$ cat config.mk
export PLATFORM = sky130hd
export DESIGN_NAME = lut_cfg_bank_flat
export DESIGN_NICKNAME = d
export VERILOG_FILES = /design/src/rtl/lut_cfg_pkg.sv /design/src/rtl/lut_cfg_bank_if.sv /design/src/rtl/lut_mux.sv /design/src/rtl/lut_cfg_bank.sv /design/src/flat_wrapper.sv
export SDC_FILE = /design/constraint.sdc
export NUM_CORES = 1
export LEC_CHECK = 0
export BUFFER_PORTS_ARGS = -buffer_cell sky130_fd_sc_hd__buf_4
export CORE_MARGIN = 8
export CORE_UTILIZATION = 47
export CTS_CLUSTER_SIZE = 8
export DETAILED_ROUTE_END_ITERATION = 8
export PLACE_DENSITY = 0.74
export REMOVE_ABC_BUFFERS = 1
export SETUP_SLACK_MARGIN = 0.5
export SLEW_MARGIN = 5
export SYNTH_ARGS = -nofsm -noshare
export SYNTH_HDL_FRONTEND = slang
export SYNTH_SLANG_ARGS = --single-unit
$ cat constraint.sdc
create_clock -name clk -period 1.35 [get_ports clk]
set_input_delay 0.0675 -clock clk [delete_from_list [all_inputs] [get_ports clk]]
set_output_delay 0.0675 -clock clk [all_outputs]
set_load 0.1 [all_outputs]
$ cat src/rtl/lut_cfg_pkg.sv
// Shared types for the LUT configuration bank: FSM state encoding and the
// config-size helper used to size the active/shadow registers.
package lut_cfg_pkg;

  typedef enum logic [1:0] {
    IDLE   = 2'd0,
    LOAD   = 2'd1,
    COMMIT = 2'd2
  } cfg_state_e;

  // Total truth-table bits held for n_lut LUTs of k inputs each.
  function automatic int total_bits(input int k, input int n_lut);
    return n_lut * (1 << k);
  endfunction

endpackage

$ cat src/rtl/lut_cfg_bank_if.sv
// Serial bitstream port of the LUT configuration bank.
// Optional macro CFG_READBACK_EN adds cfg_rb_bit (old configuration streamed out).
interface lut_cfg_bank_if;

  logic cfg_start;
  logic cfg_abort;
  logic cfg_valid;
  logic cfg_bit;
  logic cfg_ready;
  logic cfg_busy;
  logic cfg_done;
`ifdef CFG_READBACK_EN
  logic cfg_rb_bit;

  modport master (
    output cfg_start, cfg_abort, cfg_valid, cfg_bit,
    input  cfg_ready, cfg_busy, cfg_done, cfg_rb_bit
  );

  modport slave (
    input  cfg_start, cfg_abort, cfg_valid, cfg_bit,
    output cfg_ready, cfg_busy, cfg_done, cfg_rb_bit
  );
`else
  modport master (
    output cfg_start, cfg_abort, cfg_valid, cfg_bit,
    input  cfg_ready, cfg_busy, cfg_done
  );

  modport slave (
    input  cfg_start, cfg_abort, cfg_valid, cfg_bit,
    output cfg_ready, cfg_busy, cfg_done
  );
`endif

endinterface

$ cat src/rtl/lut_mux.sv
// 2^K:1 combinational truth-table select for a single K-input LUT.
module lut_mux #(
  parameter int K = 4
) (
  input  logic [(1<<K)-1:0] tt,
  input  logic [K-1:0]      sel,
  output logic              out
);

  assign out = tt[sel];

endmodule

$ cat src/rtl/lut_cfg_bank.sv
// Configuration bank for N_LUT K-input LUTs: serial load into a shadow register,
// atomic commit to the active register, registered LUT reads. Macro: CFG_READBACK_EN.
module lut_cfg_bank
  import lut_cfg_pkg::*;
#(
  parameter int K     = 4,
  parameter int N_LUT = 9
) (
  input  logic                 clk,
  input  logic                 reset,
  lut_cfg_bank_if.slave        cfg,
  input  logic [N_LUT*K-1:0]   lut_in,
  output logic [N_LUT-1:0]     lut_out
);

  localparam int TT    = 1 << K;
  localparam int TOTAL = total_bits(K, N_LUT);
  localparam int CW    = $clog2(TOTAL);
  localparam logic [CW-1:0] LAST = CW'(TOTAL - 1);

  cfg_state_e        state;
  logic [TOTAL-1:0]  active;
  logic [TOTAL-1:0]  shadow;
  logic [CW-1:0]     count;
  logic [N_LUT-1:0]  lut_sel;
  logic              accept;

  // cfg_ready is registered and equals (state == LOAD), so it doubles as the
  // LOAD qualifier for beat acceptance.
  assign accept = cfg.cfg_valid && cfg.cfg_ready;

  // NOTE: active and shadow are plain flops, not a RAM, so clearing them on
  // reset is legal and required: LUTs must read all-zero tables after reset.
  always_ff @(posedge clk) begin
    if (!reset) begin
      state         <= IDLE;
      active        <= '0;
      shadow        <= '0;
      count         <= '0;
      cfg.cfg_ready <= 1'b0;
      cfg.cfg_busy  <= 1'b0;
      cfg.cfg_done  <= 1'b0;
`ifdef CFG_READBACK_EN
      cfg.cfg_rb_bit <= 1'b0;
`endif
    end else begin
      cfg.cfg_done <= 1'b0;
      unique case (state)
        IDLE: begin
          if (cfg.cfg_start) begin
            state         <= LOAD;
            count         <= '0;
`ifdef CFG_READBACK_EN
            shadow        <= active;
`else
            shadow        <= '0;
`endif
            cfg.cfg_ready <= 1'b1;
            cfg.cfg_busy  <= 1'b1;
          end
        end

        LOAD: begin
          // Abort beats any beat in the same cycle, including the final one.
          if (cfg.cfg_abort) begin
            state         <= IDLE;
            cfg.cfg_ready <= 1'b0;
            cfg.cfg_busy  <= 1'b0;
          end else if (accept) begin
            shadow <= {cfg.cfg_bit, shadow[TOTAL-1:1]};
            count  <= count + 1'b1;
`ifdef CFG_READBACK_EN
            cfg.cfg_rb_bit <= shadow[0];
`endif
            if (count == LAST) begin
              state         <= COMMIT;
              cfg.cfg_ready <= 1'b0;
              cfg.cfg_done  <= 1'b1;
            end
          end
        end

        COMMIT: begin
          active       <= shadow;
          state        <= IDLE;
          cfg.cfg_busy <= 1'b0;
        end

        default: begin
          state         <= IDLE;
          cfg.cfg_ready <= 1'b0;
          cfg.cfg_busy  <= 1'b0;
        end
      endcase
    end
  end

  for (genvar i = 0; i < N_LUT; i++) begin : g_lut
    lut_mux #(.K(K)) u_mux (
      .tt  (active[i*TT +: TT]),
      .sel (lut_in[i*K +: K]),
      .out (lut_sel[i])
    );
  end

  // NOTE: sequential state is always assigned with <= so every flop samples
  // the pre-edge values of the others, independent of statement order.
  always_ff @(posedge clk) begin
    if (!reset) lut_out <= '0;
    else        lut_out <= lut_sel;
  end

endmodule

$ cat src/flat_wrapper.sv
// flat-port wrapper written by rule: the top's interface ports become plain ports
module lut_cfg_bank_flat import lut_cfg_pkg::*;
#(
  parameter int K     = 4,
  parameter int N_LUT = 9
)
  (clk, reset, lut_in, lut_out, cfg_cfg_start, cfg_cfg_abort, cfg_cfg_valid, cfg_cfg_bit, cfg_cfg_ready, cfg_cfg_busy, cfg_cfg_done);
  lut_cfg_bank_if cfg_i ();
  input  logic clk;
  input  logic reset;
  input  logic [N_LUT*K-1:0] lut_in;
  output logic [N_LUT-1:0] lut_out;
  input wire logic [$bits(cfg_i.cfg_start)-1:0] cfg_cfg_start;
  input wire logic [$bits(cfg_i.cfg_abort)-1:0] cfg_cfg_abort;
  input wire logic [$bits(cfg_i.cfg_valid)-1:0] cfg_cfg_valid;
  input wire logic [$bits(cfg_i.cfg_bit)-1:0] cfg_cfg_bit;
  output wire logic [$bits(cfg_i.cfg_ready)-1:0] cfg_cfg_ready;
  output wire logic [$bits(cfg_i.cfg_busy)-1:0] cfg_cfg_busy;
  output wire logic [$bits(cfg_i.cfg_done)-1:0] cfg_cfg_done;
  assign cfg_i.cfg_start = cfg_cfg_start;
  assign cfg_i.cfg_abort = cfg_cfg_abort;
  assign cfg_i.cfg_valid = cfg_cfg_valid;
  assign cfg_i.cfg_bit = cfg_cfg_bit;
  assign cfg_cfg_ready = cfg_i.cfg_ready;
  assign cfg_cfg_busy = cfg_i.cfg_busy;
  assign cfg_cfg_done = cfg_i.cfg_done;
  lut_cfg_bank #(.K(K), .N_LUT(N_LUT)) u_core (.clk(clk), .reset(reset), .cfg(cfg_i), .lut_in(lut_in), .lut_out(lut_out));
endmodule
# Yosys cells after proc, flatten, opt, wreduce, memory -nomap -nowiden
# Index checks and enable logic that the tools add are counted.
# totals
input_bits	42
regBits	310
out_inout_bits	12
word_cells	78
# op_classes
n_eq_ne	9
add_sub_neg	1
reduce_logical	8
bitwise	4
n_mux	39
n_lt_le_gt_ge	9
# ops
operator	n
144-bit 2-to-1 mux	3
144-bit case mux with 2 select lines	1
4-bit by 5-bit < comparator with 1-bit output, second input constant	9
1-bit binary-select mux with 4-bit select	9
8-bit 2-to-1 mux	3
8-bit case mux with 2 select lines	1
1-bit 2-to-1 mux	15
8-bit by 1-bit adder with 8-bit output, second input constant	1
8-bit equality test, second input constant	1
2-bit 2-to-1 mux	4
4-bit AND reduction	2
2-bit inequality test, second input constant	3
3-bit by 2-bit inequality test with 1-bit output, second input constant	2
1-bit inverter	4
2-bit case mux with 2 select lines	1
4-bit OR reduction	1
1-bit case mux with 3 select lines	1
3-bit AND reduction	1
2-bit by 1-bit equality test with 1-bit output, second input constant	1
2-bit equality test, second input constant	1
2-bit zero test	1
2-bit by 1-bit inequality test with 1-bit output, second input constant	1
1-bit case mux with 2 select lines	1
2-bit AND reduction	1
other kinds (2)	2

# Logic depth before layout (Yosys ltp)
# Gate-level depths: netlist (run 1).
# logic_depth
word_depth	5
depth_mapped	7

# By module
# Synthesis (run 1) repeated with hierarchy kept, for this count alone.
# hier_totals
cells_unflattened	1418
area_unflattened_um2	12539.5
# by_module_without_submodules
mod	area_each_um2	instances	cells_each	seq_area_each_um2
lut_cfg_bank	11323.4	1	1355	6206.0
lut_mux	135.1	9	7	0.0

# Worst setup path after synthesis (run 1)
# OpenSTA, ideal clock, no wires.
# synth_path
kind	register -> register
startpoint	register u_core.cfg.cfg_ready
endpoint	register u_core.shadow[143]
slack_ns	-0.784
setup_ns	0.119
path_buffers	2
required_time_ns	1.231
t_arrival_ns	2.015
path_stages_with_launch	6
period_less_slack_ns	2.134
cell_sequence	dfxtp_1 -> nand4b_4 -> or2_4 -> buf_6 -> buf_6 -> o221a_1
# synth_via
elab_chain_len	3
# synth_rtl
element	line_no	text
start, declared	lut_cfg_bank_if.sv:32	output cfg_ready, cfg_busy, cfg_done
start signal, assigned	lut_cfg_bank.sv:40	cfg.cfg_ready <= 1'b0;
start signal, assigned	lut_cfg_bank.sv:58	cfg.cfg_ready <= 1'b1;
start signal, assigned	lut_cfg_bank.sv:67	cfg.cfg_ready <= 1'b0;
1-bit logical AND	lut_cfg_bank.sv:30	assign accept = cfg.cfg_valid && cfg.cfg_ready;
2-bit by 1-bit inequality test with 1-bit output (no line)	-	
4-bit AND reduction (no line)	-	
end signal, assigned	lut_cfg_bank.sv:70	shadow <= {cfg.cfg_bit, shadow[TOTAL-1:1]};
end, declared	lut_cfg_bank.sv:23	logic [TOTAL-1:0] shadow;
# No other way between the ends.
# A chain may end at the register's enable or synchronous reset.

# Worst setup path after layout (run 1)
# layout_path
startpoint	register u_core.state[0]
endpoint	register u_core.active[27]
# layout_via
elab_chain_len	1
# layout_rtl
element	line_no	text
start, declared	lut_cfg_bank.sv:21	cfg_state_e state;
start signal, assigned	lut_cfg_bank.sv:36	state <= IDLE;
start signal, assigned	lut_cfg_bank.sv:51	state <= LOAD;
start signal, assigned	lut_cfg_bank.sv:66	state <= IDLE;
2-bit equality test	lut_cfg_bank.sv:48	unique case (state)
end signal, assigned	lut_cfg_bank.sv:84	active <= shadow;
end, declared	lut_cfg_bank.sv:22	logic [TOTAL-1:0] active;
# No other way between the ends.

==> results of run 1 <==
## power groups by stage
stage / Clock, W / Sequential [W] / Combinational [W]
2_1_floorplan: 0 / 0.0104 / 0.00121
3_3_place_gp: 0 / 0.0104 / 0.00225
3_5_place_dp: 0 / 0.0104 / 0.00229
4_1_cts: 0.00976 / 0.0102 / 0.00276
5_1_grt: 0.0102 / 0.0103 / 0.00327
6_report: 0.00965 / 0.0103 / 0.00307
## stage by stage
stage / instance area, um^2 / util, %
6_report: 15400 / 61.6
5_1_grt: 15400 / 61.6
4_1_cts: 15000 / 59.9
3_5_place_dp: 12900 / 51.4
3_3_place_gp: 12900 / 51.4
2_1_floorplan: 11300 / -
## cell families (layout without fill, tap and decap cells)
| group | after synthesis | after routing |
|---|---|---|
| buffers and inverters | 111 | 227 |
| DFF | 310 | 310 |
| and+or+nand+nor | 379 | 381 |
| xor gates and xnor gates | 5 | 5 |
| muxes | 54 | 54 |
| AOI/OAI and AO/OA | 333 | 333 |
| adders and majority gates | 1 | 1 |
## worst min-delay path, stage by stage
cell and delay [ps]:
buf_4 90, nand2_1 50, a21oi_1 140, nor3_1 50
## layer usage
| layer | share of wire, % | up-vias |
|---|---|---|
| met5 | 0 | - |
| met4 | 2.0 | 0 |
| met3 | 5.0 | 57 |
| met2 | 48 | 259 |
| met1 | 45 | 4788 |
| li1 | - | 4551 |
## final timing paths
kind / from / to / cells after the start
min reg2reg: u_core.active[23] / u_core.active[23] / 2
min: cfg_cfg_abort / u_core.cfg.cfg_busy / 4
max: u_core.state[0] / u_core.active[27] / 6
max reg2reg: u_core.state[0] / u_core.active[27] / 6
## sequential cells by signal (all words and copies together), names as in the netlist
signal,flops
u_core.cfg.cfg_done,1
u_core.lut_out,9
u_core.state,2
u_core.count,8
u_core.shadow,144
u_core.cfg.cfg_ready,1
u_core.cfg.cfg_busy,1
u_core.active,144
## placed cells by master, fill, tap and decap left out, types with 3 or more instances in the layout
| cell | synthesis | routed |
|---|---|---|
| buf_4 | 3 | 83 |
| o22ai_1 | 9 | 9 |
| bufbuf_16 | 0 | 7 |
| buf_6 | 21 | 10 |
| mux2i_1 | 34 | 34 |
| mux4_2 | 18 | 18 |
| buf_16 | 0 | 6 |
| nand2b_4 | 0 | 3 |
| a211oi_2 | 0 | 3 |
| o221a_4 | 0 | 4 |
| buf_8 | 0 | 3 |
| nand2b_1 | 13 | 11 |
| a21oi_2 | 1 | 27 |
| o221a_1 | 139 | 139 |
| nor2_1 | 7 | 7 |
| clkbuf_16 | 0 | 56 |
| nand3_1 | 18 | 17 |
| buf_12 | 0 | 26 |
| xnor2_1 | 4 | 4 |
| nor2b_1 | 9 | 8 |
| nand2_1 | 315 | 315 |
| dlygate4sd3_1 | 0 | 31 |
| nand3b_1 | 5 | 5 |
| dfxtp_1 | 310 | 307 |
| a21oi_1 | 148 | 121 |
| o211ai_1 | 16 | 16 |
## timing repair
| item | CTS | global route |
|---|---|---|
| pin swaps | 20 | 6 |
| endpoints found under the hold margin | 14 | 1 |
| setup buffers | 8 | 4 |
| cloned | 13 | 13 |
| gates resized for setup | 46 | 29 |
| endpoints found under the setup margin | 322 | 322 |
## area by class of cell
class / count / area (um^2)
clock buffers: 47 / 1160
clock inverters: 1 / 16.3
fillers: 1885 / 9620
inverters: 3 / 13.8
multi-input cells: 774 / 5340
flip-flops and latches: 310 / 6210
well taps: 330 / 413
repair buffers: 176 / 2250
==> summary.txt, run 1 <==
Floorplanning
  – Die width: 175 um
  – FP Rows: 58
  – Initial core utilization: 47.7%
  – Die area: 30800 um^2
  – Die Y: 175 um
  – Core ar.: 25000 um^2
  – I/O Pins: 54

Clock network
  – # hold bufs at CTS: 31
  – Clock sink total: 310
  – CTS tree: done
  – Bufs on Longest Clock Path: 3
  – Clk root buf: clkbuf_16
  – Clk slew on worst S/H paths: 50 ps
  – CTS HTree Levels: 2
  – CTS Buf Count: 44
  – Clock Latency Late Sink: 520 ps

Global routing
  – Largest net degree at the start of global routing: roughly 70
  – Antenna violations before repair: 0
  – Routing usage on met3: 3.20%
  – All-Layer GR Usage: 18.0%
  – Met2 usage: 30.1%
  – Grt ovf: 0
  – Met1 Use GR: 23.5%
  – Gr busiest metal: met2
  – First-pass GRT wire length: 47100 um
  – Vias in the first global route: about 9300

Power
  – VDD IR max: 1.03 mV
  – Clock share of power: 42.0%
  – NetSw: around 0.0056 W
  – Pint: 0.0173 W
  – Tot Pwr: approximately 0.023 W
  – Leakage power: 5.55 nW
  – Sequential share of power: 44.6%
  – Gate power share: between 10% and 20%
  – Switch share: between 20 and 25%
  – Power Density: 1490 nW/um^2

Worst setup path
  – Count of buffer and inverter cells on the critical path: 3
  – Arrival time worst endpoint: between 1500 and 2000 ps
  – Crit end category: flop
  – Delay-heaviest family, CP: buffers and inverters
  – Slowest CP cell: dfxtp_4
  – CP max FO: 15
  – R2R Setup Slk: -150 ps
  – Most frequent cell on the critical path: buf_4
  – Startpoint class of the critical path: flop
  – Setup Crit Path Kind: flop to flop
  – Critical Path RT: about 1800 ps
  – Worst path cell trace: buf_4 -> nor2b_4 -> buf_4 -> bufbuf_16 -> nand2_1 -> a21oi_2
  – CP max stage delay: 360 ps

Placed design
  – Setup WS pre-CTS: -189 ps
  – Placed cells: approximately 1500
  – Port Buffer Count: 53
  – Post-DP HPWL: around 16000 um
  – GPL Wtd Cong: 0.794

Routing
  – DRC viols: 0
  – Final WL: 29900 um
  – ANT nets after route: 0
  – DRT iter0 DRCs: 898
  – Drt wl/cell: 18.2 um
  – Via Count: 9655
  – 1st-pass router iterations: 5
  – Vias/cell: between 5 and 6

Timing
  – Slew Limit Fails: 0
  – Final setup vio count: 220
  – TNS Setup: -16210 ps
  – Hold slack: -75.9 ps
  – Setup ws final: -148 ps
  – Final Cycle Share: 111%
  – RSZ-0062 raised after global routing: true
  – Final hold vios: 1
  – Actual transition at the worst max-transition pin: 380 ps
  – Setup Skew: 17.0 ps
  – Maximum clock frequency: between 600 and 700 MHz
  – Minimum clock period: 1500 ps
  – Relative slew slack: 74.6%

Yosys
  – Top-count cell post-synth: nand2_1
  – Post-synthesis compound-gate area fraction: 22.3%
  – Post-synthesis mux area share: approximately 6.4%
  – Synth warnings: 0
  – Syn Area/Cell: ~10 um^2
  – Syn Std Cell Area: 11900 um^2
  – Register area share after synthesis: 52.0%
  – Number of flops mapped to enable cells by yosys: 0
  – Area share of the largest cell type after synthesis: about half
  – Xor and xnor fraction of the mapped netlist area: 0.367%
  – Synth area leaders: dfxtp_1 (52%), o221a_1 (13%), nand2_1 (9.9%)
  – Synth top cells by count: nand2_1 (315), dfxtp_1 (310), a21oi_1 (148), o221a_1 (139), buf_2 (49)
  – Seq cells post-synth: just over 300
  – Area leader, netlist: dfxtp_1
  – Largest family of logic cells by synthesized area: compound AO/OA/AOI/OAI gates
  – Top_reg_cell synth: dfxtp_1
  – Synth cell types: 45
  – Simple-gate portion of the synthesized area: between 10% and 20%
  – Post-synth ARST share: 0%
  – Post-synthesis adder-cell area fraction: 0.105%
  – Synth Instances: between 1000 and 1500

Layout
  – Non-filler cells, final: 1641
  – Area grow syn2layout: 29.1%
  – Diodes inserted: 0
  – # nets final: 1352
  – Layout cells sized above 1: 20.7%

Run status
  – Failing checks: hold timing, setup timing
  – Status: finished with violations

Run
  – # Max-Cap Violations: 0

Min path
  – Worst min path class: primary input to flop
Power figures use the tool's default switching activity.
==> run 2: changes to the inputs <==
- SYNTH_HIERARCHICAL: not set -> 1
==> run 2 against run 1 <==
  * The flow finishes with violations (setup timing)
  * Sequential share of layout area decreased by 5.0 points
  * Core utilization increased by 6.3 points
  * Register-to-register slack better by 40 ps
  * Total power fell by 13%
  * Area after synthesis rose by 5.0%
  * Wire length rose by 20%
  * Global-route usage grew 0.44 points
  * Non-clock buffer count is 29 higher
  * Sequential power down 11%
  * Die area grew 4.6%
  * Via count rose by 13%
==> summary.txt, run 2 <==
Routing
  – Via Count: 10903
  – DRT iter0 DRCs: 937
  – Final WL: 35800 um
  – DRC viols: 0
  – ANT nets after route: 0
  – Drt wl/cell: between 15 and 20 um
  – Vias/cell: 5.77
  – 1st-pass router iterations: 6

Layout
  – Util after Layout: 67.9%
  – Fin area: between 15000 and 20000 um^2
  – Diodes inserted: 0
  – Commonest non-fill, non-tap cells in the layout: nand2_1 (283), dfxtp_1 (265), nand3_1 (138)
  – # nets final: 1597
  – Area grow syn2layout: 41.5%
  – Commonest non-fill, non-tap cell in the layout: nand2_1
  – FILL cells: 1802
  – Largest registers: u_core/active x144, u_core/shadow x144, u_core/lut_out x9
  – Layout cells sized above 1: 35.8%

Yosys
  – Top-count cell post-synth: nand2_1
  – Syn Area/Cell: 8.84 um^2
  – Synth cell types: 32
  – Area share of the largest cell type after synthesis: 49.5%
  – Number of flops mapped to enable cells by yosys: 0
  – Area leader, netlist: dfxtp_1
  – Synth Instances: 1418
  – Top_reg_cell synth: dfxtp_1
  – Post-synth ARST share: 0%
  – Seq cells post-synth: 310
  – Synth area leaders: dfxtp_1 (49%), nand2_1 (13%), mux4_1 (7.5%)
  – Syn Std Cell Area: 12500 um^2
  – Synth warnings: 6
  – Register area share after synthesis: 49.5%
  – Synth top cells by count: nand2_1 (439), dfxtp_1 (310), nand3_1 (147), a21boi_0 (118), o21ai_1 (74)

Global routing
  – First-pass GRT wire length: just under 50000 um
  – Met1 Use GR: 22.6%
  – Met2 usage: 32.6%
  – Gr busiest metal: met2
  – Antenna violations before repair: 0
  – Routing usage on met3: 3.42%
  – All-Layer GR Usage: a little under a fifth
  – Largest net degree at the start of global routing: slightly above 80
  – Vias in the first global route: 9941
  – Grt ovf: 0

Timing
  – Maximum clock frequency: 684 MHz
  – Final Cycle Share: 108%
  – Minimum clock period: around 1500 ps
  – Actual transition at the worst max-transition pin: 329 ps
  – Setup Skew: 28.5 ps
  – Relative slew slack: between 70% and 80%
  – Final hold vios: 0
  – RSZ-0062 raised after global routing: true
  – Setup ws final: -112 ps
  – Final setup vio count: 187
  – Slew Limit Fails: 0

Floorplanning
  – Die width: 179 um
  – Initial core utilization: 48.0%
  – Core ar.: 26100 um^2
  – Die area: 32200 um^2
  – I/O Pins: 54
  – FP Rows: 59
  – Die Y: 179 um

Worst setup path
  – Critical Path RT: around 1800 ps
  – Worst path cell trace: buf_4 -> a21oi_4 -> buf_12 -> buf_12 -> buf_16 -> clkbuf_16 -> nand3_1 -> o21ai_1
  – Slowest CP cell: dfxtp_4
  – Delay-heaviest family, CP: buffers and inverters
  – Setup Crit Path Kind: flop to flop
  – Most frequent cell on the critical path: buf_12
  – Count of buffer and inverter cells on the critical path: 5
  – R2R Setup Slk: -110 ps
  – CP max stage delay: 370 ps
  – Crit end category: flop
  – Startpoint class of the critical path: flop
  – Arrival time worst endpoint: between 1500 and 2000 ps
  – CP max FO: 8

Run status
  – Status: finished with violations
  – Failing checks: setup timing

Clock network
  – Clk slew on worst S/H paths: roughly 50 ps
  – Clock sink total: 310
  – CTS tree: done
  – CTS Buf Count: 44
  – Clk root buf: clkbuf_16
  – Clock Latency Late Sink: around 540 ps
  – CTS HTree Levels: 2
  – Bufs on Longest Clock Path: 3

Min path
  – Worst min path class: primary input to flop

Power
  – VDD IR max: 0.850 mV
  – Power Density: 1130 nW/um^2
  – Leakage power: 6.86 nW

Placed design
  – GPL Wtd Cong: 0.766
  – Post-DP HPWL: 16400 um
  – Placed cell area: around 14000 um^2
  – Port Buffer Count: 53

Run
  – # Max-Cap Violations: 0
[run 2: changes by cell type after synthesis, sizes merged, moves of 124 or more]
cell,before,now
a21boi,0,144
a21oi,149,5
nand3,18,147
nand2,315,439
o221a,145,0
o21ai,4,147
[run 2: per-layer routing]
metal  share of wire (%)  vias up  wire, um
li1                    -     5118         -
met1                  41     5324     14700
met2                  51      375     18300
met3                 5.6       86      1990
met4                 2.5        0       912
met5                   0        -         0
[run 2: worst paths after layout]
kind | startpoint | endpoint | cells past startpoint
min reg2reg | u_core/active[129] | u_core/active[129] | 2
max reg2reg | u_core/state[1] | u_core/shadow[120] | 8
min | cfg_cfg_abort | u_core/cfg.cfg_ready | 5
max | u_core/state[1] | u_core/shadow[120] | 8
[run 2: layout make-up]
cell class / instances / area (um^2) / share of cell area (%)
clock buffer: 45 / 1110 / 6.28
timing repair buffer: 205 / 2960 / 16.7
clock inverter: 2 / 25.0 / 0.141
tap: 335 / 419 / 2.36
sequential: 310 / 6270 / 35.3
multi-input combinational: 993 / 6960 / 39.2
[run 2: power breakdown]
| group | internal [W] | leakage (nW) | total, W | switching [W] |
|---|---|---|---|---|
| Clock | 0.00576 | 0.561 | 0.00948 | 0.00372 |
| Sequential | 0.00918 | 2.52 | 0.00919 | 0.0000130 |
| Combinational | 0.000635 | 3.78 | 0.00135 | 0.000718 |
[run 2: kinds of logic after synthesis]
kind of cell	count (synthesis)	share of synthesized area [%]
fa+ha+maj	1	0.0998
mux	63	9.70
simple gates	619	20.7
compound gates	303	15.2
xor+xnor	6	0.419
buf+inv	116	4.41
flops	310	49.5
[run 2: through the flow]
stage,hold WS [ps],TNS (ps),total power [W],cells,setup WS [ps]
6_report,41.8,-5680,0.0200,1890,-112
5_1_grt,64.3,-18580,0.0206,1890,-169
4_1_cts,53.6,-1230,0.0200,1844,-38.5
3_5_place_dp,328,-4000,0.0103,1751,-99.5
3_3_place_gp,314,-995,0.0103,1751,-105
2_1_floorplan,189,-1466810,0.00974,1302,-6090
[run 2: what timing repair did]
item                                    4_1_cts  5_1_grt
cloned                                       16       19
buffers inserted                             10       27
resized for setup                           130      524
hold buffers                                 20        0
pin swaps                                    44      211
endpoints found under the hold margin        14        0
endpoints found under the setup margin      322      322
[run 2: tightest hold or removal path, cell delays in order]
cell and delay [ps]:
buf_4 90, nand2b_1 110, a21oi_2 60, o21ai_1 120, a21oi_1 60
